===== src/rtl/ff_bank_pkg.sv =====
// Shared constants for the multi-mode flip-flop bank.
// Mode encodings, S=R=1 policies and the policy resolution helper.
package ff_bank_pkg;

    localparam logic [1:0] MODE_D  = 2'b00;
    localparam logic [1:0] MODE_T  = 2'b01;
    localparam logic [1:0] MODE_JK = 2'b10;
    localparam logic [1:0] MODE_SR = 2'b11;

    localparam int POL_HOLD = 0;
    localparam int POL_SET  = 1;
    localparam int POL_RST  = 2;

    function automatic logic sr_resolve(input int pol, input logic q);
        unique case (1'b1)
            (pol == POL_SET): sr_resolve = 1'b1;
            (pol == POL_RST): sr_resolve = 1'b0;
            default:          sr_resolve = q;
        endcase
    endfunction

endpackage


===== src/rtl/ff_bit_next.sv =====
// Combinational next-state function of one bank bit.
// Ports: q current state, a/b data inputs, mode; next state, illegal (SR with S=R=1).
module ff_bit_next
    import ff_bank_pkg::*;
#(
    parameter int ILLEGAL_POLICY = POL_HOLD
) (
    input  logic       q,
    input  logic       a,
    input  logic       b,
    input  logic [1:0] mode,
    output logic       next,
    output logic       illegal
);

    always_comb begin
        next    = q;
        illegal = 1'b0;
        unique case (1'b1)
            (mode == MODE_D): next = a;
            (mode == MODE_T): next = q ^ a;
            (mode == MODE_JK): begin
                unique case ({a, b})
                    2'b10:   next = 1'b1;
                    2'b01:   next = 1'b0;
                    2'b11:   next = ~q;
                    default: next = q;
                endcase
            end
            (mode == MODE_SR): begin
                unique case ({a, b})
                    2'b10:   next = 1'b1;
                    2'b01:   next = 1'b0;
                    2'b11: begin
                        next    = sr_resolve(ILLEGAL_POLICY, q);
                        illegal = 1'b1;
                    end
                    default: next = q;
                endcase
            end
            default: next = q;
        endcase
    end

endmodule


===== src/rtl/multi_mode_ff_bank.sv =====
// WIDTH-bit D/T/JK/SR flip-flop bank with illegal-input tracking and change counter.
// Ports: clk, rst, en, mode, a, b, clr_err, clr_cnt; q, nq, illegal, illegal_sticky, illegal_mask, chg_count.
module multi_mode_ff_bank
    import ff_bank_pkg::*;
#(
    parameter int WIDTH          = 8,
    parameter int ILLEGAL_POLICY = POL_HOLD,
    parameter int CNT_W          = 16
) (
    input  logic             clk,
    input  logic             rst,
    input  logic             en,
    input  logic [1:0]       mode,
    input  logic [WIDTH-1:0] a,
    input  logic [WIDTH-1:0] b,
    input  logic             clr_err,
    input  logic             clr_cnt,
    output logic [WIDTH-1:0] q,
    output logic [WIDTH-1:0] nq,
    output logic             illegal,
    output logic             illegal_sticky,
    output logic [WIDTH-1:0] illegal_mask,
    output logic [CNT_W-1:0] chg_count
);

    localparam logic [CNT_W-1:0] CNT_MAX = '1;
    localparam logic [CNT_W-1:0] CNT_ONE = 1;

    logic [WIDTH-1:0] next_q;
    logic [WIDTH-1:0] ill_bits;
    logic [WIDTH-1:0] ill_evt;
    logic             illegal_now;
    logic             changed;

    for (genvar i = 0; i < WIDTH; i++) begin : g_bit
        ff_bit_next #(
            .ILLEGAL_POLICY(ILLEGAL_POLICY)
        ) u_next (
            .q      (q[i]),
            .a      (a[i]),
            .b      (b[i]),
            .mode   (mode),
            .next   (next_q[i]),
            .illegal(ill_bits[i])
        );
    end

    // Frozen bank sees no illegal events and no changes.
    assign ill_evt     = en ? ill_bits : '0;
    assign illegal_now = |ill_evt;
    assign changed     = en && (next_q != q);

    // Inverse of the state register; can never equal q.
    assign nq = ~q;

    always_ff @(posedge clk) begin
        if (rst) begin
            q              <= '0;
            illegal        <= 1'b0;
            illegal_sticky <= 1'b0;
            illegal_mask   <= '0;
            chg_count      <= '0;
        end else begin
            if (en) begin
                q <= next_q;
            end
            illegal <= illegal_now;
            // A same-edge event survives the clear; older history does not.
            if (clr_err) begin
                illegal_sticky <= illegal_now;
                illegal_mask   <= ill_evt;
            end else begin
                illegal_sticky <= illegal_sticky | illegal_now;
                illegal_mask   <= illegal_mask | ill_evt;
            end
            if (clr_cnt) begin
                chg_count <= changed ? CNT_ONE : '0;
            end else if (changed && chg_count != CNT_MAX) begin
                chg_count <= chg_count + CNT_ONE;
            end
        end
    end

endmodule


===== config.mk =====
export PLATFORM = sky130hd
export DESIGN_NAME = multi_mode_ff_bank
export DESIGN_NICKNAME = d
export VERILOG_FILES = /design/src/rtl/ff_bank_pkg.sv /design/src/rtl/ff_bit_next.sv /design/src/rtl/multi_mode_ff_bank.sv
export SDC_FILE = /design/constraint.sdc
export NUM_CORES = 1
export LEC_CHECK = 0
export ABC_AREA = 0
export BUFFER_PORTS_ARGS = -buffer_cell sky130_fd_sc_hd__buf_4
export CAP_MARGIN = 5
export CELL_PAD_IN_SITES_DETAIL_PLACEMENT = 0
export CELL_PAD_IN_SITES_GLOBAL_PLACEMENT = 1
export CORE_MARGIN = 4
export CORE_UTILIZATION = 36
export DETAILED_ROUTE_END_ITERATION = 6
export PLACE_DENSITY_LB_ADDON = 0.1
export SLEW_MARGIN = 30
export SYNTH_ARGS = -nofsm -noshare
export SYNTH_HDL_FRONTEND = slang
export SYNTH_HIERARCHICAL = 1
export SYNTH_SLANG_ARGS = --single-unit

===== constraint.sdc =====
create_clock -name clk -period 3.65 [get_ports clk]
set_clock_uncertainty 0.15 [all_clocks]
set_input_delay 0 -clock clk [delete_from_list [all_inputs] [get_ports clk]]
set_output_delay 0 -clock clk [all_outputs]
set_load 0.1 [all_outputs]

# Yosys cells after proc, flatten, opt, wreduce, memory -nomap -nowiden
# Cells that the tools add are included.
dict set report classes {
  addsub 1
  n_eq_ne 29
  muxes 46
  n_bitwise 19
  n_reduce_logical 5
}
# op n
set op_table {}
lappend op_table {{$eq 2x2->1 const B} 18}
lappend op_table {{$mux 16} 2}
lappend op_table {{$pmux 1 s4} 8}
lappend op_table {{$pmux 1 s3} 8}
lappend op_table {{$eq 2x1->1 const B} 9}
lappend op_table {{$mux 1} 18}
lappend op_table {{$add 16x1->16 const B} 1}
lappend op_table {{$mux 8} 2}
lappend op_table {{$ne 16x16->1 const B} 1}
lappend op_table {{$pmux 1 s2} 8}
lappend op_table {{$ne 8x8->1} 1}
lappend op_table {{$not 1->1} 8}
lappend op_table {{$not 8->8} 1}
lappend op_table {{$or 8x8->8} 1}
lappend op_table {{$reduce_or 8->1} 1}
lappend op_table {{$xor 1x1->1} 8}
lappend op_table {{$logic_and 1x1->1} 2}
lappend op_table {{$logic_not 2->1} 1}
lappend op_table {{$reduce_bool 2->1} 1}
lappend op_table {{$or 1x1->1} 1}
dict set report totals {
  reg_bits 34
  input_bits 23
  output_inout_bits 42
  word_cells 105
}

# Logic depth before layout (Yosys ltp)
dict set report depth {
  depth_word 8
  depth_mapped 11
  mapped_depth_nobuf 9
}

# By module
# The synthesis kept the hierarchy.
# mod n_inst cells_per_inst area_each_um2 seq_area_each_um2
set modules_own_cells {}
lappend modules_own_cells {multi_mode_ff_bank 1 186 1611.5 680.7}
lappend modules_own_cells {ff_bit_next 8 10 88.8 0.0}

# Worst setup path before layout
# OpenSTA, ideal clock, no wires.
dict set report synth_timing {
  kind {flip-flop to flip-flop}
  start {reg q[2]}
  end {reg chg_count[8]}
  setup_ns 0.115
  arrival_time_ns 3.032
  t_required_ns 3.385
  slack_ns 0.354
  stages_incl_launch_ff 11
  path_buffers 2
  period_less_slack_ns 3.296
  cell_sequence {dfxtp_1 -> maj3_1 -> o21ai_1 -> a311oi_1 -> xnor2_1 -> nand4_1 -> o21ai_0 -> clkbuf_1 -> buf_4 -> nor4_1 -> o21a_1}
}
dict set report synth_via {
  elab_chain_len 7
  elab_cells_between_ends 9
  classes_between {eq/ne (1); mux (3); bitwise (2); reduce/logical (3)}
}
# item line
set synth_rtl {}
lappend synth_rtl {{from (decl)} multi_mode_ff_bank.sv:18} ;# output logic [WIDTH-1:0] q,
lappend synth_rtl {{from (signal assigned)} multi_mode_ff_bank.sv:65} ;# q <= next_q;
lappend synth_rtl {{$not 1->1} ff_bit_next.sv:26} ;# 2'b11: next = ~q;
lappend synth_rtl {{$pmux 1 s3} ff_bit_next.sv:23} ;# unique case ({a, b})
lappend synth_rtl {{$pmux 1 s4 (*)} ff_bit_next.sv:19} ;# unique case (1'b1)
lappend synth_rtl {{net next_q[2]} multi_mode_ff_bank.sv:29} ;# logic [WIDTH-1:0] next_q;
lappend synth_rtl {{$ne 8x8->1 (*)} multi_mode_ff_bank.sv:51} ;# assign changed = en && (next_q != q);
lappend synth_rtl {{$logic_and 1x1->1 (*)} multi_mode_ff_bank.sv:51}
lappend synth_rtl {{$logic_and 1x1->1 (*)} multi_mode_ff_bank.sv:78} ;# end else if (changed && chg_count != CNT_MAX) begin
lappend synth_rtl {{$reduce_bool 2->1 (no line) (*)} --}
lappend synth_rtl {{to (signal assigned)} multi_mode_ff_bank.sv:77} ;# chg_count <= changed ? CNT_ONE : '0;
lappend synth_rtl {{to (signal assigned)} multi_mode_ff_bank.sv:79} ;# chg_count <= chg_count + CNT_ONE;
lappend synth_rtl {{to (decl)} multi_mode_ff_bank.sv:23} ;# output logic [CNT_W-1:0] chg_count
# The timed path passes the listed nets; every way through them passes the cells marked *.
# A chain may end at the register's enable or synchronous reset.

# Worst setup path after layout
dict set report layout_timing {
  start {reg q[5]}
  end {reg chg_count[6]}
}
# The elaborated chain is that of the path after synthesis.

==> results.yml <==
power_and_ir_drop:
  ir_drop_v: 0.000157
  total_power_mw: 1.02
  power.share.sequential_pct: 39.5
  combPwrFrac_pct: 31.4
  p_leak_nw: 1.27
  p_sw_mw: 0.386
  powerDensity_nw_per_um2: 342
  p_int_mw: 0.631
  clock_power_share_pct: 29.2
  switching_share_pct: 37.9
setup_path:
  crit_path_max_fanout: 23
  r2r_slack_ns: 1.05
  crit_family: "simple AND/OR/NAND/NOR gates"
  path_class: "reg -> reg"
  cp_slowest_cell: "or4_1"
  cp_num_buf_inv: 1
  required_ns: 3.72
  critPathLaunchType: "register"
  cp_cell_sequence: "maj3_1 > o21ai_1 > a311oi_1 > xnor2_1 > nand4_1 > o21ai_1 > buf_4 > or4_1 > a21oi_1"
  r2r_cells: 9
  r2r-end: "chg_count[6]$_SDFFE_PP0P_"
  slowest_delay_ns: 0.51
  r2r_start: "q[5]$_SDFFE_PP0P_"
  arrival_ns: 2.67
  end_kind: "register"
  cp_common_cell: "o21ai_1"
layout:
  finish.instance_area_um2: 2970
  final_common_cell: "buf_4"
  antenna_cells: 0
  finish.utilization_pct: 48.7
  areaGrowthSynthToFinish_pct: 27.9
  final_cell_mix: "buf_4, dfxtp_1, nor2_1, mux2i_1, inv_1"
  instances_no_fill: 407
  num-nets-final: 371
  drive_gt1_share_pct: 25.9
floorplan:
  die_h_um: 88.3
  ios: 65
  die_x_um: 88.3
  die_area_um2: 7800
  core_area_um2: 6100
  initial_core_util_pct: 38.1
  rows: 28
sta:
  slew-limit-headroom_pct: 72.7
  fin_crit_sh_pct: 71.4
  finalHoldViolations: 0
  tns_ns: 0
  rsz0062_at_grt: "false"
  worst_slew_pin_slew_ns: 0.407
  fmax_ghz: 0.384
  timing.final.crit_period_ns: 2.60
  holdWs_ns: 0.0382
  maxSlewViolCount: 0
  fin_ws_ns: 1.05
  finalSetupViolCount: 0
drt:
  drcViolationCount: 0
  first_pass_iters: 4
  drt-initial-drc-count: 79
  wl_per_cell_um: 14.6
  via_count: 2176
  routed_wl_mm: 5.96
  vias_per_cell: 5.35
  ant_nets: 0
synthesis:
  synth_cell_type_count: 39
  ys_warn_count: 6
  syn_area_per_cell_um2: 8.73
  synth_edf_count: 0
  synth_flop_cell: "dfxtp_1"
  ys_ff_latch: 34
  synthArstFlopShare_pct: 0
  syn_nets: 306
  synth_cells: 266
  syn_area_um2: 2320
  synth-seq-area-share_pct: 29.3
cts:
  cts_buffers: 5
  cts.clk_slew.worst_paths_ns: 0.07
  cts_tree: "done"
  insertion_delay_ns: 0.28
  cts_num_sinks: 34
  root_buffer: "clkbuf_8"
  cts_resized: 0
  cts.path.max_buffers: 2
  cts.htree.levels: 2
grt:
  antenna_found_initial: 0
  grt_max_degree: 41
  grt_pass1_vias: 2079
  grtUsageTotal_pct: 15.9
  grt-ovfl-total: 0
  grt_pass1_wl_mm: 10.0
status:
  run_status: "finished clean"
flow_run:
  maxCapViolations: 0
placement:
  port_buffers: 64
  dp_cells: 396
  hpwl_mm: 4.16
  routabilityCongestion: 0.696
  placed_area_um2: 2850
  dp_slack_ns: 1.08
hold_path:
  min_path_cells: 3
  hold_path.class: "in -> reg"
  worstHoldEndpoint: "illegal_sticky$_SDFF_PP0_"
  hp-start: "clr_err"
[repair_timing]
item / in CTS / in global routing
buffers inserted: 0 / 0
endpoints found under the setup margin: 0 / 0
hold endpoints to repair: 23 / 0
hold buffers: 3 / 0
[cell usage after synthesis, types with 10 or more instances]
cell | count | area share (%)
a21oi_1 | 10 | 2.2
nor2_1 | 20 | 3.2
mux2i_1 | 20 | 8.6
inv_1 | 19 | 3.1
ha_1 | 17 | 9.2
dfxtp_1 | 34 | 29
nand2_1 | 13 | 2.1
[tightest hold or removal path: cells and delay by family]
kind                   cells  cell delay (ns)
buffers and inverters      2             0.27
AOI/OAI and AO/OA          1             0.17
[cell type report]
class                      count  area [um2]
clock inverter                 2        12.5
clock buffer                   6        82.6
multi-input combinational    202        1510
timing repair buffer          68         518
inverter                      20        75.1
fill                         613        3130
sequential                    34         681
tap                           75        93.8
[sequential cells by signal, indices dropped and copies added, names as in the netlist]
| register | count |
|---|---|
| illegal_mask | 8 |
| illegal | 1 |
| q | 8 |
| chg_count | 16 |
| illegal_sticky | 1 |
[layer usage]
metal / track usage (%) / vias up / wire [um]
li1: - / 1133 / -
met2: 25.7 / 40 / 2810
met3: 3.17 / 2 / 244
met5: 0 / - / 0
met1: 22.1 / 1001 / 2880
met4: 3.43 / 0 / 26
[cell families (layout without fill, tap and decap cells)]
group,after synthesis,after routing,synth area share [%]
fa+ha+maj,25,25,12.6
compound gates,52,52,15.2
buf+inv,30,96,5.77
mux,20,20,8.62
xor+xnor,8,8,3.02
flops,34,34,29.3
simple gates,97,97,25.5
[worst max path at each step]
stage	start	end	slack (ns)	cells past startpoint
after floorplan	q[2]$_SDFFE_PP0P_	chg_count[8]$_SDFFE_PP0P_	0.35	10
after global placement	q[5]$_SDFFE_PP0P_	chg_count[14]$_SDFFE_PP0P_	1.09	9
after detailed placement	q[5]$_SDFFE_PP0P_	chg_count[5]$_SDFFE_PP0P_	1.08	9
after CTS	q[5]$_SDFFE_PP0P_	chg_count[5]$_SDFFE_PP0P_	1.05	9
after global routing	q[5]$_SDFFE_PP0P_	chg_count[11]$_SDFFE_PP0P_	0.81	9
final	q[5]$_SDFFE_PP0P_	chg_count[6]$_SDFFE_PP0P_	1.05	9
[power by group through the flow]
stage	sequential, mW	combinational [mW]	clock [mW]
global route	0.404	0.342	0.321
global placement	0.410	0.316	0
CTS	0.401	0.321	0.307
floorplan	0.486	0.153	0
finish	0.401	0.319	0.296
detailed placement	0.410	0.318	0
(Power assumes the default switching activity.)
